## src/rtl/serial_pattern_detector.sv

```systemverilog
// ---------------------------------------------------------------------------
// serial_pattern_detector
//
// Shifts serial bits into an N-bit window and flags when the window equals
// PATTERN or, if ALLOW_INV is set, its bitwise complement. Hits are counted
// in a saturating counter. OVERLAP selects overlapping detection, or
// detection that needs N fresh bits after each hit.
//
// Optional feature macro: SERIAL_PATTERN_DETECTOR_HOLD_EN
//   When defined, adds output match_seen. It is a sticky hit flag that is
//   cleared only by reset or clear.
//
// Ports:
//   clk          rising-edge clock
//   reset        asynchronous, active-high reset
//   clear        synchronous clear of window, fill state and counter
//   din          serial data bit
//   din_valid    din is sampled on this edge when high
//   match        one-cycle pulse, one clock after the completing bit
//   match_inv    valid with match; 1 = complement pattern matched
//   match_count  saturating hit count since reset/clear
//   window       current shift window, MSB is the oldest bit
//   armed        window holds N valid bits eligible for matching
//   match_seen   (HOLD_EN only) sticky hit flag
// ---------------------------------------------------------------------------
module serial_pattern_detector #(
    parameter int             N         = 3,
    parameter logic [N-1:0]   PATTERN   = 3'b010,
    parameter bit             ALLOW_INV = 1'b1,
    parameter bit             OVERLAP   = 1'b1,
    parameter int             COUNT_W   = 8
) (
    input  logic               clk,
    input  logic               reset,
    input  logic               clear,
    input  logic               din,
    input  logic               din_valid,
    output logic               match,
    output logic               match_inv,
    output logic [COUNT_W-1:0] match_count,
    output logic [N-1:0]       window,
    output logic               armed
`ifdef SERIAL_PATTERN_DETECTOR_HOLD_EN
    ,
    output logic               match_seen
`endif
);

    localparam int                 FILL_W    = $clog2(N + 1);
    localparam logic [FILL_W-1:0]  FILL_FULL = FILL_W'(N);
    localparam logic [FILL_W-1:0]  FILL_ONE  = {{(FILL_W-1){1'b0}}, 1'b1};
    localparam logic [COUNT_W-1:0] COUNT_MAX = {COUNT_W{1'b1}};
    localparam logic [COUNT_W-1:0] COUNT_ONE = {{(COUNT_W-1){1'b0}}, 1'b1};

    typedef enum logic [0:0] {
        ST_FILL = 1'b0,
        ST_RUN  = 1'b1
    } state_t;

    state_t              state_q, state_d;
    logic [N-1:0]        window_q, window_d;
    logic [FILL_W-1:0]   fill_q, fill_d;
    logic [COUNT_W-1:0]  count_q, count_d;
    logic                match_q, match_d;
    logic                match_inv_q, match_inv_d;
    logic                armed_q, armed_d;
    logic                seen_q, seen_d;

    logic [N-1:0]        window_shift_s;
    logic [FILL_W-1:0]   fill_inc_s;
    logic                true_hit_s;
    logic                inv_hit_s;
    logic                hit_s;

    // Hit detection on the window as it will look after this edge's shift.
    always_comb begin
        window_shift_s = {window_q[N-2:0], din};
        fill_inc_s     = (fill_q == FILL_FULL) ? FILL_FULL : (fill_q + FILL_ONE);
        true_hit_s     = (window_shift_s == PATTERN);
        inv_hit_s      = ALLOW_INV && (window_shift_s == ~PATTERN);
        hit_s          = din_valid && (fill_inc_s == FILL_FULL) && (true_hit_s || inv_hit_s);
    end

    // Next-state computation: clear beats din_valid; idle cycles hold state.
    always_comb begin
        window_d    = window_q;
        fill_d      = fill_q;
        count_d     = count_q;
        match_d     = 1'b0;
        match_inv_d = 1'b0;
        seen_d      = seen_q;
        if (clear) begin
            window_d = {N{1'b0}};
            fill_d   = {FILL_W{1'b0}};
            count_d  = {COUNT_W{1'b0}};
            seen_d   = 1'b0;
        end else if (din_valid) begin
            window_d    = window_shift_s;
            match_d     = hit_s;
            // True pattern wins; complement is reported only on its own.
            match_inv_d = hit_s && !true_hit_s;
            seen_d      = seen_q | hit_s;
            // Non-overlapping mode discards the matched bits from the fill count
            // while the window itself keeps its shifted contents.
            if (hit_s && !OVERLAP) begin
                fill_d = {FILL_W{1'b0}};
            end else begin
                fill_d = fill_inc_s;
            end
            if (hit_s && (count_q != COUNT_MAX)) begin
                count_d = count_q + COUNT_ONE;
            end else begin
                count_d = count_q;
            end
        end else begin
            window_d = window_q;
            fill_d   = fill_q;
            count_d  = count_q;
        end
    end

    // FSM transition follows the fill level: RUN exactly while the window is full.
    always_comb begin
        state_d = state_q;
        case (state_q)
            ST_FILL: begin
                if (fill_d == FILL_FULL) begin
                    state_d = ST_RUN;
                end else begin
                    state_d = ST_FILL;
                end
            end
            ST_RUN: begin
                if (fill_d != FILL_FULL) begin
                    state_d = ST_FILL;
                end else begin
                    state_d = ST_RUN;
                end
            end
            default: state_d = ST_FILL;
        endcase
        armed_d = (state_d == ST_RUN);
    end

    // State and registered outputs, asynchronously reset.
    always_ff @(posedge clk or posedge reset) begin
        if (reset) begin
            state_q     <= ST_FILL;
            window_q    <= {N{1'b0}};
            fill_q      <= {FILL_W{1'b0}};
            count_q     <= {COUNT_W{1'b0}};
            match_q     <= 1'b0;
            match_inv_q <= 1'b0;
            armed_q     <= 1'b0;
            seen_q      <= 1'b0;
        end else begin
            state_q     <= state_d;
            window_q    <= window_d;
            fill_q      <= fill_d;
            count_q     <= count_d;
            match_q     <= match_d;
            match_inv_q <= match_inv_d;
            armed_q     <= armed_d;
            seen_q      <= seen_d;
        end
    end

    assign match       = match_q;
    assign match_inv   = match_inv_q;
    assign match_count = count_q;
    assign window      = window_q;
    assign armed       = armed_q;
`ifdef SERIAL_PATTERN_DETECTOR_HOLD_EN
    assign match_seen  = seen_q;
`else
    logic unused_seen_s;
    assign unused_seen_s = seen_q;
`endif

endmodule

```

## config.mk

```make
export PLATFORM = sky130hd
export DESIGN_NAME = serial_pattern_detector
export DESIGN_NICKNAME = d
export VERILOG_FILES = /design/src/rtl/serial_pattern_detector.sv
export SDC_FILE = /design/constraint.sdc
export NUM_CORES = 1
export LEC_CHECK = 0
export ABC_AREA = 1
export ABC_CLOCK_PERIOD_IN_PS = 1200
export CELL_PAD_IN_SITES_DETAIL_PLACEMENT = 2
export CELL_PAD_IN_SITES_GLOBAL_PLACEMENT = 2
export CORE_ASPECT_RATIO = 0.75
export CORE_MARGIN = 2
export CORE_UTILIZATION = 25
export CTS_BUF_LIST = sky130_fd_sc_hd__clkbuf_16
export DETAILED_ROUTE_END_ITERATION = 16
export GPL_TIMING_DRIVEN = 0
export MAX_ROUTING_LAYER = met4
export PLACE_DENSITY = 0.85
export REMOVE_ABC_BUFFERS = 1
export SETUP_SLACK_MARGIN = 0.1
export SLEW_MARGIN = 20
export SYNTH_ARGS = -nofsm -noshare
export SYNTH_HDL_FRONTEND = slang
export SYNTH_SLANG_ARGS = --single-unit
```

## constraint.sdc

```tcl
create_clock -name clk -period 1.2 [get_ports clk]
set_input_delay 0.18 -clock clk [delete_from_list [all_inputs] [get_ports clk]]
set_output_delay 0.18 -clock clk [all_outputs]
set_load 0.005 [all_outputs]
```

# Word level (Yosys, flattened, before mapping)
# Cells that the tools add are included.
[word_totals] reg_bits=16 input_bits=5
[classes] n_addsub=2 eq_ne=7 n_mux=15 bitwise_logic=1 reduce_logical=9
[ops] op="8-bit two-way mux" n=3
[ops] op="8-bit by 1-bit adder with 8-bit output, second input constant" n=1
[ops] op="8-bit inequality test, second input constant" n=1
[ops] op="2-bit == test, second input constant" n=3
[ops] op="1-bit two-way mux" n=6
[ops] op="2-bit two-way mux" n=3
[ops] op="3-bit two-way mux" n=2
[ops] op="1-bit logical AND" n=4
[ops] op="2-bit nonzero test" n=2
[ops] op="3-bit by 2-bit == test with 1-bit output, second input constant" n=1
[ops] op="3-bit == test, second input constant" n=1
[ops] op="2-bit by 1-bit adder with 2-bit output, second input constant" n=1
[ops] op="2-bit inequality test, second input constant" n=1
[ops] op="1-bit case mux with 2 select lines" n=1
[ops] op="2-bit AND reduction" n=1
[ops] op="1-bit zero test" n=1
[ops] op="1-bit logical OR" n=1
[ops] op="1-bit NOT" n=1

# Longest topological paths before layout
# Gate-level depths: netlist of run 1.
[depth] depth_word=9 depth_mapped=9 depth_no_buf=9

# Worst setup path after synthesis of run 1
# No wires, ideal clock.
[synth_timing] kind="register to register" from="register count_q[0], in the netlist match_count[0]" to="register count_q[6], in the netlist match_count[6]" arrival_time_ps=1190 required_time_ps=1083 slack_ps=-107 path_stages_with_launch=9 period_less_slack_ps=1307 path_cell_list="dfrtp_1 ha_1 nand2_2 nor2_4 nand2_2 nand3_4 nand2_4 nand2_1 nand2_1"
[synth_via] elab_chain_cells=4
[synth_rtl] item="from (decl)" line_no="63" text="logic [COUNT_W-1:0] count_q, count_d;"
[synth_rtl] item="from (signal assigned)" line_no="151" text="count_q <= {COUNT_W{1'b0}};"
[synth_rtl] item="from (signal assigned)" line_no="160" text="count_q <= count_d;"
[synth_rtl] item="8-bit by 1-bit adder with 8-bit output / 8-bit inequality test (equally long branches)" line_no="111, 110"
[synth_rtl] item="8-bit two-way mux / 1-bit logical AND (equally long branches)" line_no="110" text="if (hit_s && (count_q != COUNT_MAX)) begin"
[synth_rtl] item="8-bit two-way mux / 2-bit nonzero test (equally long branches)"
[synth_rtl] item="8-bit two-way mux / 2-bit AND reduction (equally long branches)"
# Several ways; a longest one is shown, not always the timed one. The select of a mux whose other input is x is not followed.
# A chain may end at the register's enable or synchronous reset.

# Final worst setup path of run 1
[layout_timing] from="register count_q[0], in the netlist match_count[0]" to="register count_q[4], in the netlist match_count[4]"
# Same word-level chain as after synthesis.

==> results of run 1 <==
## repair_timing
action	CTS	global route
hold endpoints to repair	0	0
setup endpoints to repair	27	16
setup buffers	20	6
pin swaps	12	1
resized for setup	49	21
## power by group
part,switching [uW],internal (uW)
clock,214,438
sequential,11.3,555
combinational,94.1,68.4
## critical path, delay by kind of cell, from the launching register on
kind | cells | cell delay (ns)
simple gates | 5 | 0.44
xor+xnor | 1 | 0.12
fa+ha+maj | 1 | 0.17
buf+inv | 1 | 0.13
flops | 1 | 0.42
## cells in the mapped netlist (all sizes together)
master	count	area (sq um)
a21oi	1	5.000
nand3	16	92.59
o22ai	2	12.51
buf	2	22.52
o21ai	3	15.01
inv	14	52.55
dfrtp	16	400.4
nand2	41	166.4
nor3	1	5.000
ha	1	12.51
nor2	15	73.82
xnor2	1	8.760
nor3b	2	15.01
## final cells by class
class	instances	area, sq um
inverter	14	56.30
timing repair buffer	43	355.3
fill	374	1872
tap	40	50.05
multi-input combinational	83	519.2
clock buffer	3	75.07
sequential	16	405.4
## flip-flops by register name (all words and copies together), names as in the netlist
| name | count |
|---|---|
| fill_q | 2 |
| match_inv | 1 |
| match_count | 8 |
| armed | 1 |
| window | 3 |
| match | 1 |
## worst min-delay path by stage
stage                     end  slack [ns]  cells after the start
floorplan               armed        0.09                      1
global placement    window[2]        0.50                      2
detailed placement  window[2]        0.53                      2
CTS                 match_inv        0.36                      2
global route            match        0.35                      2
finish                  match        0.31                      2
## routing by layer
metal | vias up | GRT usage [%] | share of wire (%) | routed length (microns)
li1 | 453 | - | - | -
met1 | 482 | 22.15 | 44 | 1449
met2 | 13 | 31.56 | 53 | 1737
met3 | 4 | 4.562 | 2.5 | 81
met4 | 0 | 2.646 | 0.70 | 23
met5 | - | - | 0 | 0
## metrics by stage
step | hold WS, ns | instances | cell area [sq um] | util (%)
after global placement | 0.4998 | 171 | 1090 | 32.70
after floorplan | 0.09374 | 113 | 859.6 | -
final | 0.3086 | 199 | 1461 | 43.84
after global routing | 0.3477 | 199 | 1461 | 43.84
after CTS | 0.3562 | 194 | 1398 | 41.93
after detailed placement | 0.5285 | 171 | 1090 | 32.70
## cells by family (layout without fill, tap and decap cells)
group | after synthesis | count (layout) | share of synthesized area [%]
buffers and inverters | 16 | 60 | 8.510
adder cells (fa/ha/maj) | 1 | 1 | 1.418
XOR/XNOR | 1 | 1 | 0.9931
flip-flops | 16 | 16 | 45.39
AO/OA/AOI/OAI | 6 | 6 | 3.687
AND/OR/NAND/NOR | 75 | 75 | 40.00
==> impl_metrics.json, run 1 <==
{
  "die_area_sq_um": 4024,
  "slew_viol_final": 0,
  "irDropWorstVdd_mv": 0.4501,
  "cts.clk_slew.worst_paths_ns": 0.05,
  "rrSetupSlack_ns": -0.16,
  "finalNetCount": 167,
  "grt_max_degree": 17,
  "timing.max_cap.violations": 0,
  "r2r_start": "match_count[0]",
  "htree_levels": 1,
  "max_slew_margin_pct": 55.42,
  "power_uw": 1381,
  "drtIter0Drc": 15,
  "p_leak_uw": 0.0007481,
  "path_class": "register to register",
  "dp_hpwl_microns": 1856,
  "setup_viol": 9,
  "cts_tree": "built",
  "track_usage_pct": 18.36,
  "r2r-end": "match_count[4]",
  "cts_sinks": 16,
  "insertion_delay_ns": 0.24,
  "drc": 0,
  "rsz0062_at_grt": "true",
  "crit_required_ns": 1.38,
  "cp_max_fo": 3,
  "wire_per_inst_microns": 16.55,
  "setup-tns-final_ns": -1.139,
  "ys_types": 19,
  "die_x_microns": 72.59,
  "core-area_sq_um": 3333,
  "mostFrequentLayoutCells": "nand2_1, buf_4, inv_1, dfrtp_1, nand3_1",
  "num_vias": 952,
  "final.setup_skew_ns": 0.0008782,
  "cp-end-kind": "register",
  "violations": "negative setup slack",
  "syn_area_per_cell_sq_um": 7.670,
  "fmax_mhz": 735.6,
  "cts_buffer_depth": 2,
  "numCtsBuffers": 3,
  "syn-instance-count": 115,
  "antenna_found_initial": 0,
  "grt_pass1_wl_microns": 5437,
  "worstSetupStartpointType": "register",
  "root_buffer": "clkbuf_16",
  "ys_warn_count": 0,
  "hold_start": "clear",
  "ant_nets": 0,
  "vias_per_cell": 4.784,
  "cts-hold-fix-buffers": 0,
  "tightestPinTransition_ns": 0.6680,
  "routed_wl_microns": 3293,
  "pre_cts_ws_ns": -0.6799,
  "crit_top_cell": "nand2_4",
  "dieHeight_microns": 55.44,
  "first_pass_iters": 4,
  "ys_ff_latch": 16,
  "endpoint": "match_count[4]",
  "synth_seq_area_share_pct": 45.39,
  "crit_start": "match_count[0]",
  "cpPeakStageDelay_ns": 0.42,
  "final_common_cell": "nand2_1",
  "rows": 18,
  "final.period_utilization_pct": 113.3,
  "grt_pass1_vias": 1049,
  "status": "complete, but fails checks",
  "hp-class": "input port to register",
  "gp_routability_congestion": 0.7801,
  "io_pins": 19,
  "fin_ws_ns": -0.1594,
  "layout-area-overhead-vs-synth_pct": 65.67,
  "antenna_cells": 0,
  "syn_area_sq_um": 882.1,
  "post-route-min-period_ns": 1.359,
  "pwr_density_cell_nw_per_um2": 945.0,
  "overflow": 0,
  "crit_chain": "ha_4 > nand2_4 > nor2_4 > buf_4 > xnor2_2 > nor2_1 > nand2_4 > nand2_2",
  "crit_path_top_delay_cell": "dfrtp_2",
  "arrival_ns": 1.54,
  "r2r_cells": 8,
  "drive_gt1_share_pct": 42.77,
  "finalHoldViolations": 0,
  "start_util_pct": 26.46,
  "port_buffers": 18
}
Power figures use the tool's default switching activity.
==> run 2, diff against run 1 <==
RECOVER_POWER = 25   (was not set)
SLEW_MARGIN = 40   (was 20)
==> impl_metrics.json, run 2 (synthesized netlist as in run 1, its figures left out) <==
{
  "irDropWorstVdd_mv": 0.4500,
  "setup_viol": 9,
  "mostFrequentLayoutCells": "nand2_1, buf_4, inv_1, dfrtp_1, nand3_1",
  "multiInputGateArea_sq_um": 519.2,
  "cts_buffer_depth": 2,
  "rsz0062_at_grt": "true",
  "htree_levels": 1,
  "start_util_pct": 26.46,
  "die_x_microns": 72.59,
  "p_comb_share_pct": 11.7,
  "timing.max_cap.violations": 0,
  "grt_use_met2_pct": 31.56,
  "pwr-share-seq_pct": 41.0,
  "p_leak_uw": 0.0007484,
  "port_buffers": 18,
  "gp_routability_congestion": 0.7801,
  "final_common_cell": "nand2_1",
  "finalHoldViolations": 0,
  "antenna_found_initial": 0,
  "cp-end-kind": "register",
  "antenna_cells": 0,
  "grt.busiest_layer": "met2",
  "grt_pass1_wl_microns": 5437,
  "switchingPower_uw": 319.8,
  "ant_nets": 0,
  "dp_hpwl_microns": 1856,
  "grtUsageMet1_pct": 22.15,
  "routed_wl_microns": 3293,
  "hp-class": "input port to register",
  "worstSetupStartpointType": "register",
  "status": "complete, but fails checks",
  "cts_sinks": 16,
  "track_usage_pct": 18.36,
  "pwr_density_cell_nw_per_um2": 944.6,
  "arrival_ns": 1.54,
  "root_buffer": "clkbuf_16",
  "first_pass_iters": 4,
  "numCtsBuffers": 3,
  "io_pins": 19,
  "slew_viol_final": 0,
  "gr-usage-met3_pct": 4.562,
  "num_vias": 952,
  "grt_pass1_vias": 1049,
  "dieHeight_microns": 55.44,
  "finalNetCount": 167,
  "drtIter0Drc": 15,
  "cp_max_fo": 3,
  "dp_cells": 171,
  "drive_gt1_share_pct": 42.77,
  "final.setup_skew_ns": 0.0008782,
  "largest_reg_flops": 8,
  "grt_max_degree": 17,
  "crit_required_ns": 1.38,
  "setup-tns-final_ns": -1.139,
  "regArea_sq_um": 405.4,
  "final.period_utilization_pct": 113.3,
  "wire_per_inst_microns": 16.55,
  "cts_tree": "built",
  "post-route-min-period_ns": 1.359,
  "stdcell_count": 199,
  "tightestPinTransition_ns": 0.6681,
  "vias_per_cell": 4.784,
  "insertion_delay_ns": 0.24,
  "intPower_uw": 1061,
  "swShare_pct": 23.16,
  "fin_ws_ns": -0.1594,
  "core-area_sq_um": 3333,
  "layout-area-overhead-vs-synth_pct": 65.67,
  "die_area_sq_um": 4024,
  "fmax_mhz": 735.6,
  "max_slew_margin_pct": 55.41,
  "rows": 18,
  "cts.clk_slew.worst_paths_ns": 0.05,
  "violations": "negative setup slack",
  "fillers": 374,
  "clock_power_share_pct": 47.3,
  "overflow": 0,
  "path_class": "register to register",
  "drc": 0
}
## run 2: cell types whose count changed in the layout (fill, tap and decap cells not counted)
cell | previous run | this run
clkdlybuf4s50_1 | 2 | 1
dlygate4sd3_1 | 0 | 1
## run 2: metal layers
layer | routed length (microns) | up-vias
met5 | 0 | -
met1 | 1449 | 482
met2 | 1737 | 13
li1 | - | 453
met3 | 81 | 4
met4 | 23 | 0
## run 2: critical path, cell delays in order (launching register included)
cell	delay [ns]
dfrtp_2	0.42
ha_4	0.17
nand2_4	0.08
nor2_4	0.04
buf_4	0.13
xnor2_2	0.12
nor2_1	0.19
nand2_4	0.07
nand2_2	0.06
## run 2: worst paths after layout
| path | from | endpoint | slack (ns) | depth (start not counted) |
|---|---|---|---|---|
| max | match_count[0] | match_count[4] | -0.16 | 8 |
| min | clear | match | 0.31 | 2 |
| max reg2reg | match_count[0] | match_count[4] | -0.16 | 8 |
| min reg2reg | window[2] | window[2] | 0.52 | 2 |
| max in group asynchronous | reset | match_count[0] | 0.26 | 2 |
| min in group asynchronous | reset | window[1] | 0.47 | 2 |
## run 2: what timing repair did
item,CTS,global route
resized for setup,49,21
pin swaps,12,1
gates cloned,0,0
hold buffers,0,0
setup buffers,20,6
setup endpoints to repair,27,16
## run 2: layout make-up
class                           instances  share of cell area, %
Clock buffer                            3                  5.137
Timing Repair Buffer                   43                  24.32
Sequential cell                        16                  27.74
Tap cell                               40                  3.425
Inverter                               14                  3.853
Multi-Input combinational cell         83                  35.53
## run 2: power groups by stage
stage               Sequential (uW)  Combinational (uW)  Clock, uW
finish                          566                 162        652
global route                    568                 179        698
CTS                             565                 156        660
detailed placement              580                 109          0
global placement                577                 103          0
floorplan                       576                50.3          0
## run 2: through the flow
stage          utilization (%)  hold WS, ns  setup WS, ns  power, uW  instance area, sq um
2_1_floorplan                -      0.09374       -0.1174      626.0                 859.6
3_3_place_gp             32.70       0.4998       -0.5882      679.8                  1090
3_5_place_dp             32.70       0.5285       -0.6799      688.4                  1090
4_1_cts                  41.93       0.3562       -0.1387       1382                  1398
5_1_grt                  43.84       0.3477       -0.2291       1445                  1461
6_report                 43.84       0.3086       -0.1594       1380                  1461
==> run 3, diff against run 2 <==
GPL_ROUTABILITY_DRIVEN = 0   (was not set)
==> results of run 3 <==
No change in the layout: final DEF, timing and power equal those of run 2.
